### src/rtl/alu_regfile_pipe.sv
// Two-stage execute/write-back datapath: register file with two operand ports and a
// debug port, immediate operand, S1 result forwarding, and a registered ALU with flags.
module alu_regfile_pipe #(
  parameter  int WIDTH = 32,
  parameter  int DEPTH = 32,
  localparam int AW    = $clog2(DEPTH),
  localparam int SW    = $clog2(WIDTH)
) (
  input  logic             clk,
  input  logic             Reset_n,
  input  logic             In_Valid,
  input  logic [3:0]       ALU_OP,
  input  logic [AW-1:0]    R_Addr_A,
  input  logic [AW-1:0]    R_Addr_B,
  input  logic [AW-1:0]    W_Addr,
  input  logic             Write_Reg,
  input  logic             Use_Imm,
  input  logic [WIDTH-1:0] Imm,
  input  logic             Clear_Flags,
  input  logic [AW-1:0]    R_Addr_C,
  output logic [WIDTH-1:0] R_Data_C,
  output logic             Out_Valid,
  output logic [WIDTH-1:0] Result,
  output logic             ZF,
  output logic             OF,
  output logic             CF,
  output logic             OF_Sticky
);

  typedef enum logic [3:0] {
    OP_AND  = 4'd0,
    OP_OR   = 4'd1,
    OP_XOR  = 4'd2,
    OP_NOR  = 4'd3,
    OP_ADD  = 4'd4,
    OP_SUB  = 4'd5,
    OP_SLT  = 4'd6,
    OP_SLL  = 4'd7,
    OP_SRL  = 4'd8,
    OP_SRA  = 4'd9,
    OP_SLTU = 4'd10,
    OP_PASS = 4'd11
  } alu_op_e;

  logic [WIDTH-1:0] rf_q [DEPTH];
  logic [WIDTH-1:0] rf_d [DEPTH];

  logic             s1_valid_q, s1_valid_d;
  alu_op_e          s1_op_q,    s1_op_d;
  logic [WIDTH-1:0] s1_a_q,     s1_a_d;
  logic [WIDTH-1:0] s1_b_q,     s1_b_d;
  logic [AW-1:0]    s1_waddr_q, s1_waddr_d;
  logic             s1_wen_q,   s1_wen_d;

  logic             out_valid_q, out_valid_d;
  logic [WIDTH-1:0] result_q,    result_d;
  logic             zf_q, zf_d, of_q, of_d, cf_q, cf_d;
  logic             sticky_q,    sticky_d;

  logic [WIDTH-1:0] alu_f;
  logic             alu_of, alu_cf;
  logic [WIDTH:0]   sum_ext, diff_ext;
  logic [SW-1:0]    shamt;

  logic             s1_fwd_ok, fwd_a, fwd_b;
  logic [WIDTH-1:0] rf_a, rf_b, op_a, op_b;

  // Extended ALU on the S1 operands; diff_ext's top bit is the unsigned borrow.
  always_comb begin
    alu_f    = '0;
    alu_of   = 1'b0;
    alu_cf   = 1'b0;
    sum_ext  = {1'b0, s1_a_q} + {1'b0, s1_b_q};
    diff_ext = {1'b0, s1_a_q} - {1'b0, s1_b_q};
    shamt    = s1_a_q[SW-1:0];
    case (s1_op_q)
      OP_AND:  alu_f = s1_a_q & s1_b_q;
      OP_OR:   alu_f = s1_a_q | s1_b_q;
      OP_XOR:  alu_f = s1_a_q ^ s1_b_q;
      OP_NOR:  alu_f = ~(s1_a_q | s1_b_q);
      OP_ADD: begin
        {alu_cf, alu_f} = sum_ext;
        alu_of = (s1_a_q[WIDTH-1] == s1_b_q[WIDTH-1]) && (alu_f[WIDTH-1] != s1_a_q[WIDTH-1]);
      end
      OP_SUB: begin
        {alu_cf, alu_f} = diff_ext;
        alu_of = (s1_a_q[WIDTH-1] != s1_b_q[WIDTH-1]) && (alu_f[WIDTH-1] != s1_a_q[WIDTH-1]);
      end
      OP_SLT:  alu_f = WIDTH'($signed(s1_a_q) < $signed(s1_b_q));
      OP_SLL:  alu_f = s1_b_q << shamt;
      OP_SRL:  alu_f = s1_b_q >> shamt;
      OP_SRA:  alu_f = $unsigned($signed(s1_b_q) >>> shamt);
      OP_SLTU: alu_f = WIDTH'(s1_a_q < s1_b_q);
      OP_PASS: alu_f = s1_a_q;
      default: alu_f = '0;
    endcase
  end

  // Operand fetch: S1's pending write-back overrides the register file so that
  // back-to-back dependent operations see the architecturally current value.
  always_comb begin
    s1_fwd_ok = s1_valid_q && s1_wen_q;
    rf_a      = (R_Addr_A == '0) ? '0 : rf_q[R_Addr_A];
    rf_b      = (R_Addr_B == '0) ? '0 : rf_q[R_Addr_B];
    fwd_a     = s1_fwd_ok && (R_Addr_A != '0) && (R_Addr_A == s1_waddr_q);
    fwd_b     = s1_fwd_ok && (R_Addr_B != '0) && (R_Addr_B == s1_waddr_q);
    op_a      = fwd_a ? alu_f : rf_a;
    op_b      = Use_Imm ? Imm : (fwd_b ? alu_f : rf_b);
    R_Data_C  = (R_Addr_C == '0) ? '0 : rf_q[R_Addr_C];
  end

  // NOTE: combinational blocks use blocking '=' with a default for every signal first,
  // so later lines see earlier values and no path is left to infer a latch.
  always_comb begin
    s1_valid_d = In_Valid;
    s1_op_d    = s1_op_q;
    s1_a_d     = s1_a_q;
    s1_b_d     = s1_b_q;
    s1_waddr_d = s1_waddr_q;
    s1_wen_d   = s1_wen_q;
    if (In_Valid) begin
      s1_op_d    = alu_op_e'(ALU_OP);
      s1_a_d     = op_a;
      s1_b_d     = op_b;
      s1_waddr_d = W_Addr;
      s1_wen_d   = Write_Reg;
    end

    out_valid_d = s1_valid_q;
    result_d    = s1_valid_q ? alu_f          : result_q;
    zf_d        = s1_valid_q ? (alu_f == '0)  : zf_q;
    of_d        = s1_valid_q ? alu_of         : of_q;
    cf_d        = s1_valid_q ? alu_cf         : cf_q;

    // A new overflow beats a same-cycle clear.
    if (s1_valid_q && alu_of) sticky_d = 1'b1;
    else if (Clear_Flags)     sticky_d = 1'b0;
    else                      sticky_d = sticky_q;

    rf_d = rf_q;
    if (s1_valid_q && s1_wen_q && (s1_waddr_q != '0)) rf_d[s1_waddr_q] = alu_f;
  end

  // NOTE: sequential state uses non-blocking '<=' so every flop samples pre-edge values.
  always_ff @(posedge clk or negedge Reset_n) begin
    if (!Reset_n) begin
      s1_valid_q  <= 1'b0;
      s1_op_q     <= OP_AND;
      s1_a_q      <= '0;
      s1_b_q      <= '0;
      s1_waddr_q  <= '0;
      s1_wen_q    <= 1'b0;
      out_valid_q <= 1'b0;
      result_q    <= '0;
      zf_q        <= 1'b0;
      of_q        <= 1'b0;
      cf_q        <= 1'b0;
      sticky_q    <= 1'b0;
    end else begin
      s1_valid_q  <= s1_valid_d;
      s1_op_q     <= s1_op_d;
      s1_a_q      <= s1_a_d;
      s1_b_q      <= s1_b_d;
      s1_waddr_q  <= s1_waddr_d;
      s1_wen_q    <= s1_wen_d;
      out_valid_q <= out_valid_d;
      result_q    <= result_d;
      zf_q        <= zf_d;
      of_q        <= of_d;
      cf_q        <= cf_d;
      sticky_q    <= sticky_d;
    end
  end

  // NOTE: the register file must read zero after reset, so it is built from resettable
  // flops rather than an inferred RAM macro, which could not be cleared in one edge.
  always_ff @(posedge clk or negedge Reset_n) begin
    if (!Reset_n) begin
      for (int i = 0; i < DEPTH; i++) rf_q[i] <= '0;
    end else begin
      for (int i = 0; i < DEPTH; i++) rf_q[i] <= rf_d[i];
    end
  end

  assign Out_Valid = out_valid_q;
  assign Result    = result_q;
  assign ZF        = zf_q;
  assign OF        = of_q;
  assign CF        = cf_q;
  assign OF_Sticky = sticky_q;

endmodule

### config.mk
export PLATFORM = sky130hd
export DESIGN_NAME = alu_regfile_pipe
export DESIGN_NICKNAME = d
export VERILOG_FILES = /design/src/rtl/alu_regfile_pipe.sv
export SDC_FILE = /design/constraint.sdc
export NUM_CORES = 2
export LEC_CHECK = 0
export CORE_UTILIZATION = 45
export CTS_BUF_LIST = sky130_fd_sc_hd__clkbuf_8
export DETAILED_ROUTE_END_ITERATION = 7
export PLACE_DENSITY = 0.62
export SETUP_SLACK_MARGIN = 0.5
export SYNTH_ARGS = -nofsm -noshare
export SYNTH_HDL_FRONTEND = slang
export SYNTH_SLANG_ARGS = --single-unit
### constraint.sdc
create_clock -name clk -period 6.1 [get_ports clk]
set_input_delay 1.525 -clock clk [delete_from_list [all_inputs] [get_ports clk]]
set_output_delay 1.525 -clock clk [all_outputs]
set_load 0.05 [all_outputs]
==> impl_metrics.csv <==
group,metric,value,unit
logic_synthesis,synth_xor_area_share,0.3471,%
logic_synthesis,synth_area,75700,sq um
timing,hold_ws,0.4144,ns
setup_path,slowest_delay,0.74,ns
timing,final-hold-violation-count,0,
cts,cts_tree,"done",
floorplan,rows,150,
floorplan,die_w,412.1,um
logic_synthesis,synth_top_family_by_area,"multiplexers",
routing,drc_errors,0,
cts,htree_levels,4,
timing,period_share,93.08,%
global_route,grt_overflow,0,
logic_synthesis,synthSimpleGateAreaFrac,9.755,%
setup_path,worst_setup_path_start_kind,"flop",
cts,clock-root-buffer,"clkbuf_8",
setup_path,cp_data_required_time,7.01,ns
global_route,antenna_found_initial,14,
power,ir_drop,350.8,uV
logic_synthesis,ys.flop_type,"dfrtp_1",
placed_design,post-dp-hpwl,204.4,mm
logic_synthesis,synth_top_area_share,37.55,%
floorplan,start_util,45.32,%
logic_synthesis,yosysWarningCount,0,
logic_synthesis,yosys-top-cells-area,"dfrtp_1, mux4_2, a21oi_1, nor2_1, o21ai_0",
setup_path,cpMaxStageDelayCell,"dfrtp_4",
global_route,grt_max_degree,126,
setup_path,rrSetupSlack,0.42,ns
job,timing.max_cap.violations,0,
cells_and_area,drive_gt1_share,26.31,%
cts,cts_num_sinks,1136,
cts,clk_path_buf_depth,3,
logic_synthesis,synthCells,6911,
setup_path,critical_path_class,"flop to flop",
cells_and_area,layout.nets,6935,
timing,finClkSkew,0.05341,ns
global_route,globalRouteTotalUtil,36.26,%
timing,slew_violations,0,
cells_and_area,syn_to_final_growth,11.38,%
logic_synthesis,ys_types,94,
placed_design,routabilityCongestion,1.023,
routing,vias,62869,
outcome,status,"completed",
power,leakage,34.39,nW
routing,detail-route-antenna-nets,0,
floorplan,die_h,412.1,um
timing,clock.fmax,176.1,MHz
placed_design,io_buffer_count,130,
logic_synthesis,syn_area_per_cell,10.95,sq um
logic_synthesis,synth-edff-count,0,
logic_synthesis,synth.area.mux_share,32.41,%
logic_synthesis,synth-compound-area-share,13.66,%
logic_synthesis,ys_seq_area_share,37.55,%
timing,setup_tns,0,ns
setup_path,cp_data_arrival_time,6.58,ns
timing,min_period,5.678,ns
setup_path,critical_path.endpoint_type,"flop",
timing,setup_viol,0,
setup_path,path_cells,"buf_12, mux2_2, a22oi_2, o21ai_0, o311a_1, nor4_4, or3b_1, nor4_2, nand4_1, nor4_1, and4_1, a32o_1",
logic_synthesis,synthTopCellsByCount,"dfrtp_1, mux4_2, nor2_1",
floorplan,dieArea,169900,sq um
cts,cts_hold_buf,0,
routing,wire_per_inst,33.65,um
timing,rsz0062_at_grt,"true",
routing,drt_iter0_drc,8977,
floorplan,core,167000,sq um
cells_and_area,fin_util,50.48,%
routing,wirelength,307.4,mm
logic_synthesis,synthesis.nets,7082,
logic_synthesis,synth_fa_ha_area_share,1.821,%
cts,cts_made_buffers,193,
setup_path,cp_max_fo,58,
power,power_density,411.2,nW/um^2
cts,clk_latency,1.00,ns
floorplan,io_pins,131,
global_route,grt_pass1_wl,443.4,mm
routing,drt_first_pass_iters,8,
cts,path_clk_slew,0.08,ns
logic_synthesis,synth-async-reset-ratio,100.0,%
min_path,hold_path_class,"flop to flop",
logic_synthesis,synth_most_common_cell,"dfrtp_1",
logic_synthesis,ys_seq_elements,1136,
logic_synthesis,yosys.area.top_type,"dfrtp_1",
timing,maxSlewHeadroom,4.502,%
routing,via_per_inst,6.883,
timing,worst_pin_slew,1.417,ns
global_route,grt_pass1_vias,60579,
==> sequential cells by signal, indices dropped and copies added (netlist names) <==
| signal | cells |
|---|---|
| CF | 1 |
| OF | 1 |
| OF_Sticky | 1 |
| Out_Valid | 1 |
| Result | 32 |
| ZF | 1 |
| out_valid_d | 1 |
| rf_q | 1024 |
| s1_a_q | 32 |
| s1_b_q | 32 |
| s1_op_q | 4 |
| s1_waddr_q | 5 |
| s1_wen_q | 1 |
==> stage by stage <==
stage | total power [mW] | instances | area, sq um | worst slack, ns
2_1_floorplan | 21.33 | 6911 | 75700 | 0.5186
3_3_place_gp | 26.38 | 8768 | 79940 | 0.2667
3_5_place_dp | 26.67 | 8768 | 79940 | 0.2962
4_1_cts | 34.25 | 9121 | 84160 | 0.4110
5_1_grt | 36.15 | 9128 | 84300 | 0.4972
6_report | 34.67 | 9134 | 84310 | 0.4220
==> cells in the final DEF, fill, tap and decap left out, drive strengths merged, types with 9 or more instances in the layout <==
master	count
nand4	25
nand2b	43
nand2	588
nor4	34
a31oi	28
o21ai	561
mux4	975
o31ai	20
a221oi	13
and3	16
a211o	13
o211ai	64
mux2i	151
o21bai	13
ha	107
a21oi	779
xnor2	24
a21o	16
a2111oi	10
inv	173
o22ai	59
clkinv	24
o21a	9
clkbuf	258
nor2b	41
nor2	840
or4	15
nand3	40
buf	329
or2	11
mux2	94
dfrtp	1136
clkdlybuf4s50	80
a211oi	68
nor3	48
a22oi	29
o221ai	21
or3	12
==> where the power goes <==
part	internal (mW)	switching, mW
registers	9.74	2.57
logic	6.34	8.47
clock network	4.08	3.47
total	20.2	14.5
==> path summary, 6_finish.rpt <==
kind                                 start  depth (start not counted)         end
worst max-delay path             s1_a_q[0]                         12          ZF
worst min-delay path            rf_q[1009]                          0  rf_q[1009]
worst min register to register  rf_q[1009]                          0  rf_q[1009]
min in group asynchronous          Reset_n                          1   rf_q[904]
worst max register to register   s1_a_q[0]                         12          ZF
max in group asynchronous          Reset_n                          2   rf_q[317]
==> critical path: cells and delay by family, from the launching register on <==
family | cells | cell delay (ns)
AOI/OAI and AO/OA | 4 | 1.29
and+or+nand+nor | 6 | 2.61
DFF | 1 | 0.74
buffers and inverters | 1 | 0.38
muxes | 1 | 0.48
==> metal layers <==
metal / global-route usage [%] / share of wire (%) / vias to the layer above
li1: - / - / 25805
met5: 0 / 0.014 / -
met1: 52.12 / 40 / 32067
met4: 17.78 / 5.5 / 6
met3: 10.38 / 12 / 723
met2: 50.15 / 42 / 4268
==> what timing repair did <==
action	4_1_cts	5_1_grt
pin swaps	0	1
buffers inserted	0	3
gates resized for setup	4	9
cloned	0	2
endpoints found under the setup margin	4	31
==> logic make-up (layout without fill, tap and decap cells) <==
kind of cell             Yosys count  after routing
flip-flops                      1136           1136
AND/OR/NAND/NOR                 1751           1751
multiplexers                    1220           1220
buffers and inverters            868            879
XOR/XNOR                          30             30
adder cells (fa/ha/maj)          109            109
AO/OA/AOI/OAI                   1797           1797
other                              0              8
==> layout make-up <==
cell class | instances | area, sq um
flip-flops and latches | 1136 | 28440
inverters | 113 | 424.2
multi-input cells | 4907 | 44410
fillers | 14835 | 82720
repair buffers | 413 | 4049
clock buffers | 254 | 3496
diodes | 8 | 20.02
clock inverters | 99 | 713.2
well taps | 2204 | 2758
(Power assumes the default switching activity.)
